$ cat src/rtl/spi3w_master_if.sv
// Control and pin bundle for the three-wire SPI master: start/busy/done handshake
// from the register wrapper plus the SCLK/CSN/SDIO buffer-side pins.
interface spi3w_master_if;
  logic        start;
  logic        rw;
  logic [6:0]  addr;
  logic [1:0]  nbytes;
  logic [31:0] wdata;
  logic        busy;
  logic        done;
  logic [31:0] rdata;
  logic        sclk;
  logic        csn;
  logic        sdio_i;
  logic        sdio_t;
  logic        sdio_o;

  modport master (
    input  start, rw, addr, nbytes, wdata, sdio_o,
    output busy, done, rdata, sclk, csn, sdio_i, sdio_t
  );

  modport slave (
    output start, rw, addr, nbytes, wdata, sdio_o,
    input  busy, done, rdata, sclk, csn, sdio_i, sdio_t
  );
endinterface

$ cat src/rtl/spi3w_master.sv
// Three-wire SPI master (mode 3, shared SDIO): one command byte then 1-4 data
// bytes, read or write, with a start/busy/done handshake.
module spi3w_master #(
  parameter int CLK_DIV = 4
) (
  input  logic           clk,
  input  logic           resetn,
  spi3w_master_if.master bus
);

  typedef enum logic [2:0] {IDLE, SETUP, SHIFT, HOLD, GAP, DONE} state_t;
  localparam logic [7:0] RELOAD = 8'(CLK_DIV - 1);

  state_t      state;
  logic [7:0]  cnt;
  logic [5:0]  bit_idx;
  logic [5:0]  last_idx;
  logic [5:0]  nxt_idx;
  logic        rw_q;
  logic        sclk_q;
  logic        csn_q;
  logic        sdio_i_q;
  logic        sdio_t_q;
  logic        busy_q;
  logic        done_q;
  logic [31:0] rdata_q;
  logic [31:0] rx_sr;
  logic [31:0] wdata_al;
  logic [39:0] tx_sr;
  logic        accept;
  logic        tick;
  logic        bit_start;
  logic        bit_rise;
  logic        nxt_rd;

  // busy is low only in IDLE and DONE, which is what makes back-to-back starts work
  always_comb begin
    accept    = bus.start && !busy_q;
    tick      = (cnt == 8'd0);
    bit_start = tick && ((state == SETUP) ||
                         (state == SHIFT && sclk_q && bit_idx != last_idx));
    bit_rise  = tick && (state == SHIFT) && !sclk_q;
    nxt_idx   = (state == SETUP) ? 6'd0 : bit_idx + 6'd1;
    nxt_rd    = rw_q && (nxt_idx >= 6'd8);
    wdata_al  = bus.wdata << {~bus.nbytes, 3'b000};
  end

  always_ff @(posedge clk or negedge resetn) begin
    if (!resetn) begin
      state    <= IDLE;
      cnt      <= '0;
      bit_idx  <= '0;
      last_idx <= '0;
      rw_q     <= 1'b0;
      sclk_q   <= 1'b1;
      csn_q    <= 1'b1;
      sdio_i_q <= 1'b0;
      sdio_t_q <= 1'b1;
      busy_q   <= 1'b0;
      done_q   <= 1'b0;
      rdata_q  <= '0;
    end else begin
      done_q <= 1'b0;
      if (accept) begin
        state    <= SETUP;
        cnt      <= RELOAD;
        rw_q     <= bus.rw;
        last_idx <= {1'b0, bus.nbytes, 3'b000} + 6'd15;
        sclk_q   <= 1'b1;
        csn_q    <= 1'b0;
        sdio_i_q <= 1'b0;
        sdio_t_q <= 1'b0;
        busy_q   <= 1'b1;
      end else begin
        if (busy_q) cnt <= tick ? RELOAD : cnt - 8'd1;
        // Falling SCLK launches the next bit; read data bits release the line
        if (bit_start) begin
          sclk_q   <= 1'b0;
          bit_idx  <= nxt_idx;
          sdio_i_q <= nxt_rd ? 1'b0 : tx_sr[39];
          sdio_t_q <= nxt_rd;
        end
        if (bit_rise) sclk_q <= 1'b1;
        case (state)
          SETUP: if (tick) state <= SHIFT;
          SHIFT: if (tick && sclk_q && bit_idx == last_idx) state <= HOLD;
          HOLD: if (tick) begin
            state    <= GAP;
            csn_q    <= 1'b1;
            sdio_t_q <= 1'b1;
            sdio_i_q <= 1'b0;
          end
          GAP: if (tick) begin
            state  <= DONE;
            done_q <= 1'b1;
            busy_q <= 1'b0;
            if (rw_q) rdata_q <= rx_sr;
          end
          DONE:    state <= IDLE;
          default: ;
        endcase
      end
    end
  end

  // Datapath shift registers carry no reset; both are reloaded on every accept
  always_ff @(posedge clk) begin
    if (accept) begin
      tx_sr <= {bus.rw, bus.addr, wdata_al};
      rx_sr <= '0;
    end else begin
      if (bit_start) tx_sr <= {tx_sr[38:0], 1'b0};
      if (bit_rise && rw_q && bit_idx >= 6'd8) rx_sr <= {rx_sr[30:0], bus.sdio_o};
    end
  end

  assign bus.busy   = busy_q;
  assign bus.done   = done_q;
  assign bus.rdata  = rdata_q;
  assign bus.sclk   = sclk_q;
  assign bus.csn    = csn_q;
  assign bus.sdio_i = sdio_i_q;
  assign bus.sdio_t = sdio_t_q;

endmodule

$ cat src/flat_wrapper.sv
// flat-port wrapper written by rule: the top's interface ports become plain ports
module spi3w_master_flat 
#(
  parameter int CLK_DIV = 4
)
  (clk, resetn, bus_start, bus_rw, bus_addr, bus_nbytes, bus_wdata, bus_sdio_o, bus_busy, bus_done, bus_rdata, bus_sclk, bus_csn, bus_sdio_i, bus_sdio_t);
  spi3w_master_if bus_i ();
  input  logic clk;
  input  logic resetn;
  input wire logic [$bits(bus_i.start)-1:0] bus_start;
  input wire logic [$bits(bus_i.rw)-1:0] bus_rw;
  input wire logic [$bits(bus_i.addr)-1:0] bus_addr;
  input wire logic [$bits(bus_i.nbytes)-1:0] bus_nbytes;
  input wire logic [$bits(bus_i.wdata)-1:0] bus_wdata;
  input wire logic [$bits(bus_i.sdio_o)-1:0] bus_sdio_o;
  output wire logic [$bits(bus_i.busy)-1:0] bus_busy;
  output wire logic [$bits(bus_i.done)-1:0] bus_done;
  output wire logic [$bits(bus_i.rdata)-1:0] bus_rdata;
  output wire logic [$bits(bus_i.sclk)-1:0] bus_sclk;
  output wire logic [$bits(bus_i.csn)-1:0] bus_csn;
  output wire logic [$bits(bus_i.sdio_i)-1:0] bus_sdio_i;
  output wire logic [$bits(bus_i.sdio_t)-1:0] bus_sdio_t;
  assign bus_i.start = bus_start;
  assign bus_i.rw = bus_rw;
  assign bus_i.addr = bus_addr;
  assign bus_i.nbytes = bus_nbytes;
  assign bus_i.wdata = bus_wdata;
  assign bus_i.sdio_o = bus_sdio_o;
  assign bus_busy = bus_i.busy;
  assign bus_done = bus_i.done;
  assign bus_rdata = bus_i.rdata;
  assign bus_sclk = bus_i.sclk;
  assign bus_csn = bus_i.csn;
  assign bus_sdio_i = bus_i.sdio_i;
  assign bus_sdio_t = bus_i.sdio_t;
  spi3w_master #(.CLK_DIV(CLK_DIV)) u_core (.clk(clk), .resetn(resetn), .bus(bus_i));
endmodule
$ cat config.mk
export PLATFORM = sky130hd
export DESIGN_NAME = spi3w_master_flat
export DESIGN_NICKNAME = d
export VERILOG_FILES = /design/src/rtl/spi3w_master_if.sv /design/src/rtl/spi3w_master.sv /design/src/flat_wrapper.sv
export SDC_FILE = /design/constraint.sdc
export NUM_CORES = 1
export LEC_CHECK = 0
export ABC_CLOCK_PERIOD_IN_PS = 3400
export BUFFER_PORTS_ARGS = -buffer_cell sky130_fd_sc_hd__buf_2
export CAP_MARGIN = 20
export CORE_MARGIN = 3
export CORE_UTILIZATION = 29
export CTS_CLUSTER_DIAMETER = 60
export DETAILED_ROUTE_END_ITERATION = 10
export PLACE_DENSITY = 0.57
export SLEW_MARGIN = 40
export SYNTH_ARGS = -nofsm -noshare
export SYNTH_HDL_FRONTEND = slang
export SYNTH_SLANG_ARGS = --single-unit
export TNS_END_PERCENT = 50
$ cat constraint.sdc
create_clock -name clk -period 3.4 [get_ports clk]
set_input_delay 0.17 -clock clk [delete_from_list [all_inputs] [get_ports clk]]
set_output_delay 0.17 -clock clk [all_outputs]
set_load 0.01 [all_outputs]
==> results of run 1 <==
-- kinds of logic (layout without fill, tap and decap cells) --
| group | after synthesis | count (layout) | share of synthesized area |
|---|---|---|---|
| multiplexers | 56 | 56 | 0.102 |
| AO/OA/AOI/OAI | 107 | 107 | 0.113 |
| AND/OR/NAND/NOR | 230 | 230 | 0.173 |
| adder cells (fa/ha/maj) | 5 | 5 | 0.0105 |
| XOR/XNOR | 4 | 4 | 0.00587 |
| flip-flops | 132 | 132 | 0.561 |
| buffers and inverters | 41 | 130 | 0.0344 |
-- area by class of cell --
type                       count  area, um^2
multi-input combinational    402        2430
inverter                       5        18.8
tap                          265         332
sequential                   132        3350
timing repair buffer          93         510
fill                        1997       12600
clock inverter                12         120
clock buffer                  20         447
-- worst max-delay path: cells and delay by family (launching register included) --
family	cells	cell delay [ns]
buf+inv	2	0.56
flops	1	0.39
fa+ha+maj	1	0.16
simple gates	3	0.77
compound gates	1	0.31
-- worst max path at each step --
stage             startpoint          endpoint  cells past startpoint
4_1_cts        u_core.cnt[0]  u_core.tx_sr[16]                      7
3_5_place_dp   u_core.cnt[0]  u_core.tx_sr[25]                      7
6_report       u_core.cnt[0]  u_core.tx_sr[35]                      7
2_1_floorplan  u_core.cnt[0]   u_core.tx_sr[0]                      7
5_1_grt        u_core.cnt[0]  u_core.tx_sr[16]                      7
3_3_place_gp   u_core.cnt[0]  u_core.tx_sr[26]                      7
-- flip-flops by register name (all words and copies together) (netlist names) --
signal	cells
u_core.cnt	8
u_core.state	3
u_core.bus.rdata	32
u_core.bus.done	1
u_core.bus.sdio_t	1
u_core.bus.sdio_i	1
u_core.bit_idx	6
u_core.last_idx	4
u_core.bus.busy	1
u_core.rw_q	1
u_core.bus.sclk	1
u_core.rx_sr	32
u_core.bus.csn	1
u_core.tx_sr	40
-- layer usage --
metal,GRT usage,up-vias,share of wire
li1,-,2180,-
met1,0.169,2071,0.49
met2,0.182,118,0.44
met3,0.0357,10,0.059
met4,0.0316,0,0.0075
met5,0,-,0
-- power by group --
group          internal [mW]  switching (mW)
registers               1.80           0.162
clock network           1.04           0.708
logic                  0.266           0.322
total                   3.11            1.19
-- cells in the mapped netlist, types with 2 or more instances --
cell type  instances  area share
buf_2             11      0.0092
a41oi_1            3      0.0044
a32o_1             2      0.0034
dfstp_2            3       0.013
nand4_1            3      0.0031
xnor2_1            4      0.0059
mux2i_1           16       0.027
mux2_1            30       0.057
inv_1              5      0.0031
ha_1               5       0.010
nand3_1           12       0.010
o211ai_1           2      0.0025
dfrtp_1           57        0.24
and3_1             2      0.0021
a21oi_1           43       0.036
nand2_1          143       0.090
nor2b_1            4      0.0042
a211oi_1           2      0.0025
mux2_2            10       0.019
a221oi_1           7       0.010
and2_1             3      0.0031
clkbuf_1          17       0.011
edfxtp_1          40        0.20
nor2_1            27       0.017
a211o_1            2      0.0029
buf_4              4      0.0050
buf_6              3      0.0057
nor3_1             8      0.0067
a31oi_1            4      0.0042
dfxtp_1           32        0.11
or3_1              3      0.0031
nand2b_1          13       0.014
o21ai_0           22       0.018
a22o_1             7       0.010
o22ai_1            4      0.0042
-- timing repair --
action | in CTS | in global routing
setup endpoints to repair | 0 | 0
hold buffers | 3 | 0
gates resized for setup | 0 | 0
endpoints found under the hold margin | 30 | 0
==> reports/metrics.cfg, run 1 <==
[logic_synthesis]
syn_avg_cell_area_um2 = 10.4
synthesis.nets = 626
ys_ff_latch = 132
ys_warn_count = 0
yosysUniqueCellTypes = 57
postSynthCellCount = 575
async_flop_share = 0.455
mappedNetlistArea_um2 = 5970
ys.flop_type = dfrtp_1
ys_seq_area_frac = 0.561
synth_edf_count = 40

[power_and_ir_drop]
p_leak_nw = 3.24
finalPower_mw = 4.30
ir_drop_mv = 0.360
power_density_nw_per_um2 = 597

[critical_path]
crit_path_max_incr_delay_ns = 0.44
cp-end-kind = register
crit_slowest_cell = buf_4
crit_required_ns = 3.44
r2r_cells = 7
r2r_start = u_core.cnt[0]
worstSetupPathType = reg2reg
rr_endpoint = u_core.tx_sr[35]
ff2ff_setup_slack_ns = 0.81
cp.arrival_ns = 2.63
crit_path_start_kind = register
crit_fanout = 40
path_cells = inv_1 > ha_1 > nor4b_4 > and2_1 > o311ai_1 > nand2_2 > buf_4

[clock_network]
worstSkewPairLatency_ns = 0.41
cts-root-buf = clkbuf_16
clk_path_buf_depth = 2
h-tree-depth = 4
cts_setup_buffers = 0
cts_buffers = 17
cts_num_sinks = 132
cts_tree = built
clkTransAtPathRegs_ns = 0.06

[place]
gp_congestion = 0.802
place_area_um2 = 6610
dp_cells = 894
pre_cts_ws_ns = 0.813
numPortBuffers = 83
post-dp-hpwl_um = 8770

[worst_hold_path]
min_to = u_core.tx_sr[36]
hold_path.startpoint = bus_addr[4]
hold_path_depth = 3
hp-class = in2reg

[floorplanning]
fp.dieArea_um2 = 22300
num_rows = 51
die_w_um = 149
pin_count = 84
coreArea_um2 = 19800
initial_core_util = 0.301
die_y_um = 149

[routing]
vias_per_cell = 4.71
drtPass1Iterations = 5
routed_wl_um = 13000
vias = 4379
final_antenna_net_count = 0
drt_iter0_markers = 273
drt_drc_violations_left = 0
wl_per_cell_um = 14.0

[final_layout]
final_area_um2 = 7200
postLayoutCoreUtil = 0.363
final_nets = 702
diodes = 0
mostFrequentLayoutCells = nand2_1 (142), buf_2 (83), dfrtp_1 (57)
layout_commonest_cell = nand2_1
drive_gt1_frac = 0.217
final_cells = 929
syn_to_final_growth_pct = 20.7

[status]
status = completed

[grt]
grt_use_total = 0.121
grt_antenna_before_repair = 0
grt_max_degree = 53
grt_pass1_wl_um = 21700
gr-total-overflow = 0
grt_pass1_vias = 4222

[timing]
tightest_slew_ns = 0.676
drv_slew = 0
rsz0062_at_grt = false
tns_ns = 0
worst_slack_ns = 0.813
finalClockSkew_ns = 0.0102
holdWs_ns = 0.0391
post-route-min-period_ns = 2.59
setup_violations = 0
hold_violations = 0
finalCritPeriodShare = 0.761
fmax_ghz = 0.387
slew_headroom = 0.542

[flow_run]
drv_cap = 0

Note: power is estimated with default switching activity, not from simulation.
==> run 2, diff against run 1 <==
Settings changed: ABC_CLOCK_PERIOD_IN_PS 3400 to 2100, PLACE_DENSITY 0.57 to 0.59.
Clock period 3.4 ns to 2.1 ns, I/O delays scaled along.
==> reports/metrics.cfg, run 2 (synthesis gave the netlist of run 1 again) <==
[status]
status = completed  ; unchanged

[final_layout]
drive_gt1_frac = 0.240  ; was 0.217
final_nets = 729  ; was 702
largest-register = u_core.tx_sr  ; unchanged
diodes = 0  ; unchanged
layout_commonest_cell = nand2_1  ; unchanged
largest_reg_flops = 40  ; unchanged
syn_to_final_growth_pct = 26.4  ; was 20.7%
mostFrequentLayoutCells = nand2_1 (142), buf_2 (83), dfrtp_1 (57)  ; unchanged
postLayoutCoreUtil = 0.380  ; was 0.363

[critical_path]
rr_endpoint = u_core.tx_sr[29]  ; was u_core.tx_sr[35]
crit_path_start_kind = register  ; unchanged
crit_start = u_core.state[1]  ; was u_core.cnt[0]
worstSetupPathType = reg2reg  ; unchanged
cp-end-kind = register  ; unchanged
ff2ff_setup_slack_ns = 0.12  ; was 0.81 ns
crit_required_ns = 2.22  ; was 3.44 ns
crit_fanout = 30  ; was 40
r2r_cells = 5  ; was 7
r2r_start = u_core.state[1]  ; was u_core.cnt[0]
cp.arrival_ns = 2.10  ; was 2.63 ns

[clock_network]
cts_buffers = 17  ; unchanged
h-tree-depth = 4  ; unchanged
clkTransAtPathRegs_ns = 0.06  ; about the same
cts_setup_buffers = 0  ; unchanged
clk_path_buf_depth = 2  ; unchanged
cts_num_sinks = 132  ; unchanged
cts_tree = built  ; unchanged
worstSkewPairLatency_ns = 0.43  ; was 0.41 ns
cts-root-buf = clkbuf_16  ; unchanged

[power_and_ir_drop]
power_density_nw_per_um2 = 943  ; was 597 nW/um^2
swShare = 0.279  ; was 0.277
seqPwrFrac = 0.445  ; was 0.457
combPwrFrac = 0.151  ; was 0.137
p_leak_nw = 3.40  ; was 3.24 nW
power.internal_mw = 5.13  ; was 3.11 mW
p_sw_mw = 1.98  ; was 1.19 mW
pwr-share-clk = 0.404  ; was 0.407
ir_drop_mv = 0.523  ; was 0.360 mV

[routing]
vias_per_cell = 4.70  ; was 4.71
routed_wl_um = 13700  ; was 13000 um
drt_iter0_markers = 200  ; was 273
final_antenna_net_count = 0  ; unchanged
drt_drc_violations_left = 0  ; unchanged
drtPass1Iterations = 4  ; was 5
vias = 4494  ; was 4379
wl_per_cell_um = 14.3  ; was 14.0 um

[grt]
grt_use_total = 0.126  ; was 0.121
grt_antenna_before_repair = 0  ; unchanged
grt_pass1_vias = 4409  ; was 4222
gr-total-overflow = 0  ; unchanged
grt_max_degree = 53  ; unchanged
grt_pass1_wl_um = 22600  ; was 21700 um

[worst_hold_path]
hold_path.startpoint = bus_wdata[3]  ; was bus_addr[4]
hp-class = in2reg  ; unchanged
hold_path_depth = 2  ; was 3
min_to = u_core.tx_sr[3]  ; was u_core.tx_sr[36]

[floorplanning]
die_y_um = 149  ; unchanged
initial_core_util = 0.301  ; unchanged
coreArea_um2 = 19800  ; unchanged
pin_count = 84  ; unchanged
fp.dieArea_um2 = 22300  ; unchanged
num_rows = 51  ; unchanged
die_w_um = 149  ; unchanged

[timing]
fmax_ghz = 0.504  ; was 0.387 GHz
slew_headroom = 0.602  ; was 0.542
tightest_slew_ns = 0.596  ; was 0.676 ns
setup_violations = 0  ; unchanged
hold_violations = 0  ; unchanged
finalCritPeriodShare = 0.944  ; was 0.761
tns_ns = 0  ; unchanged
holdWs_ns = 0.0145  ; was 0.0391 ns
finalClockSkew_ns = 0.0127  ; was 0.0102 ns
post-route-min-period_ns = 1.98  ; was 2.59 ns
drv_slew = 0  ; unchanged

[place]
gp_congestion = 0.761  ; was 0.802
post-dp-hpwl_um = 9040  ; was 8770 um
numPortBuffers = 83  ; unchanged

[flow_run]
drv_cap = 0  ; unchanged

[run 2: cell count changes in the layout (fill, tap and decap cells not counted), moves of 2 or more]
cell	before	now
clkbuf_16	17	20
buf_4	6	18
buf_12	1	6
dlygate4sd3_1	3	12
inv_2	0	2
inv_4	3	1
inv_1	5	3
[run 2: area by class of cell]
| cell class | instances | area [um^2] |
|---|---|---|
| Timing Repair Buffer | 120 | 816 |
| Clock inverter | 10 | 82.6 |
| Tap cell | 265 | 332 |
| Multi-Input combinational cell | 402 | 2450 |
| Fill cell | 1967 | 12300 |
| Inverter | 5 | 18.8 |
| Clock buffer | 22 | 497 |
| Sequential cell | 132 | 3350 |
[run 2: power by group through the flow]
stage	sequential, mW	clock (mW)	combinational [mW]
2_1_floorplan	3.17	0	0.690
3_5_place_dp	3.21	0	1.06
6_report	3.17	2.87	1.07
5_1_grt	3.20	3.07	1.23
4_1_cts	3.16	2.95	1.08
3_3_place_gp	3.21	0	1.04
[run 2: routing by layer]
layer  GRT usage  wire length (um)  vias to the layer above  share of wire
met4      0.0330               114                        0         0.0083
li1            -                 -                     2233              -
met5           0                 0                        -              0
met3      0.0412               771                        8          0.056
met1       0.173              6720                     2144           0.49
met2       0.194              6110                      109           0.45
[run 2: what timing repair did]
item                                    in CTS  in global routing
endpoints found under the setup margin       0                 56
hold endpoints to repair                    33                  0
gates resized for setup                      0                  5
hold buffers                                12                  0
[run 2: through the flow]
| stage | instance area (um^2) | instances | setup WS (ns) | power [mW] |
|---|---|---|---|---|
| 3_3_place_gp | 6810 | 911 | 0.110 | 4.25 |
| 4_1_cts | 7510 | 955 | 0.0618 | 7.18 |
| 2_1_floorplan | 5980 | 575 | 0.0904 | 3.86 |
| 3_5_place_dp | 6810 | 911 | 0.0813 | 4.26 |
| 6_report | 7540 | 956 | 0.117 | 7.11 |
| 5_1_grt | 7540 | 956 | -0.000383 | 7.50 |
[run 2: worst max-delay path, stage by stage (launching register included)]
cell and delay, ns:
dfrtp_1 0.46, or3b_2 0.58, nand2_1 0.13, o311ai_2 0.16, nand2_4 0.14, buf_12 0.21
[run 2: how the worst max path moves through the flow]
stage | end
final | u_core.tx_sr[29]
after global routing | u_core.bus.rdata[19]
after CTS | u_core.bus.rdata[2]
after detailed placement | u_core.bus.rdata[2]
after global placement | u_core.bus.rdata[1]
after floorplan | u_core.tx_sr[0]
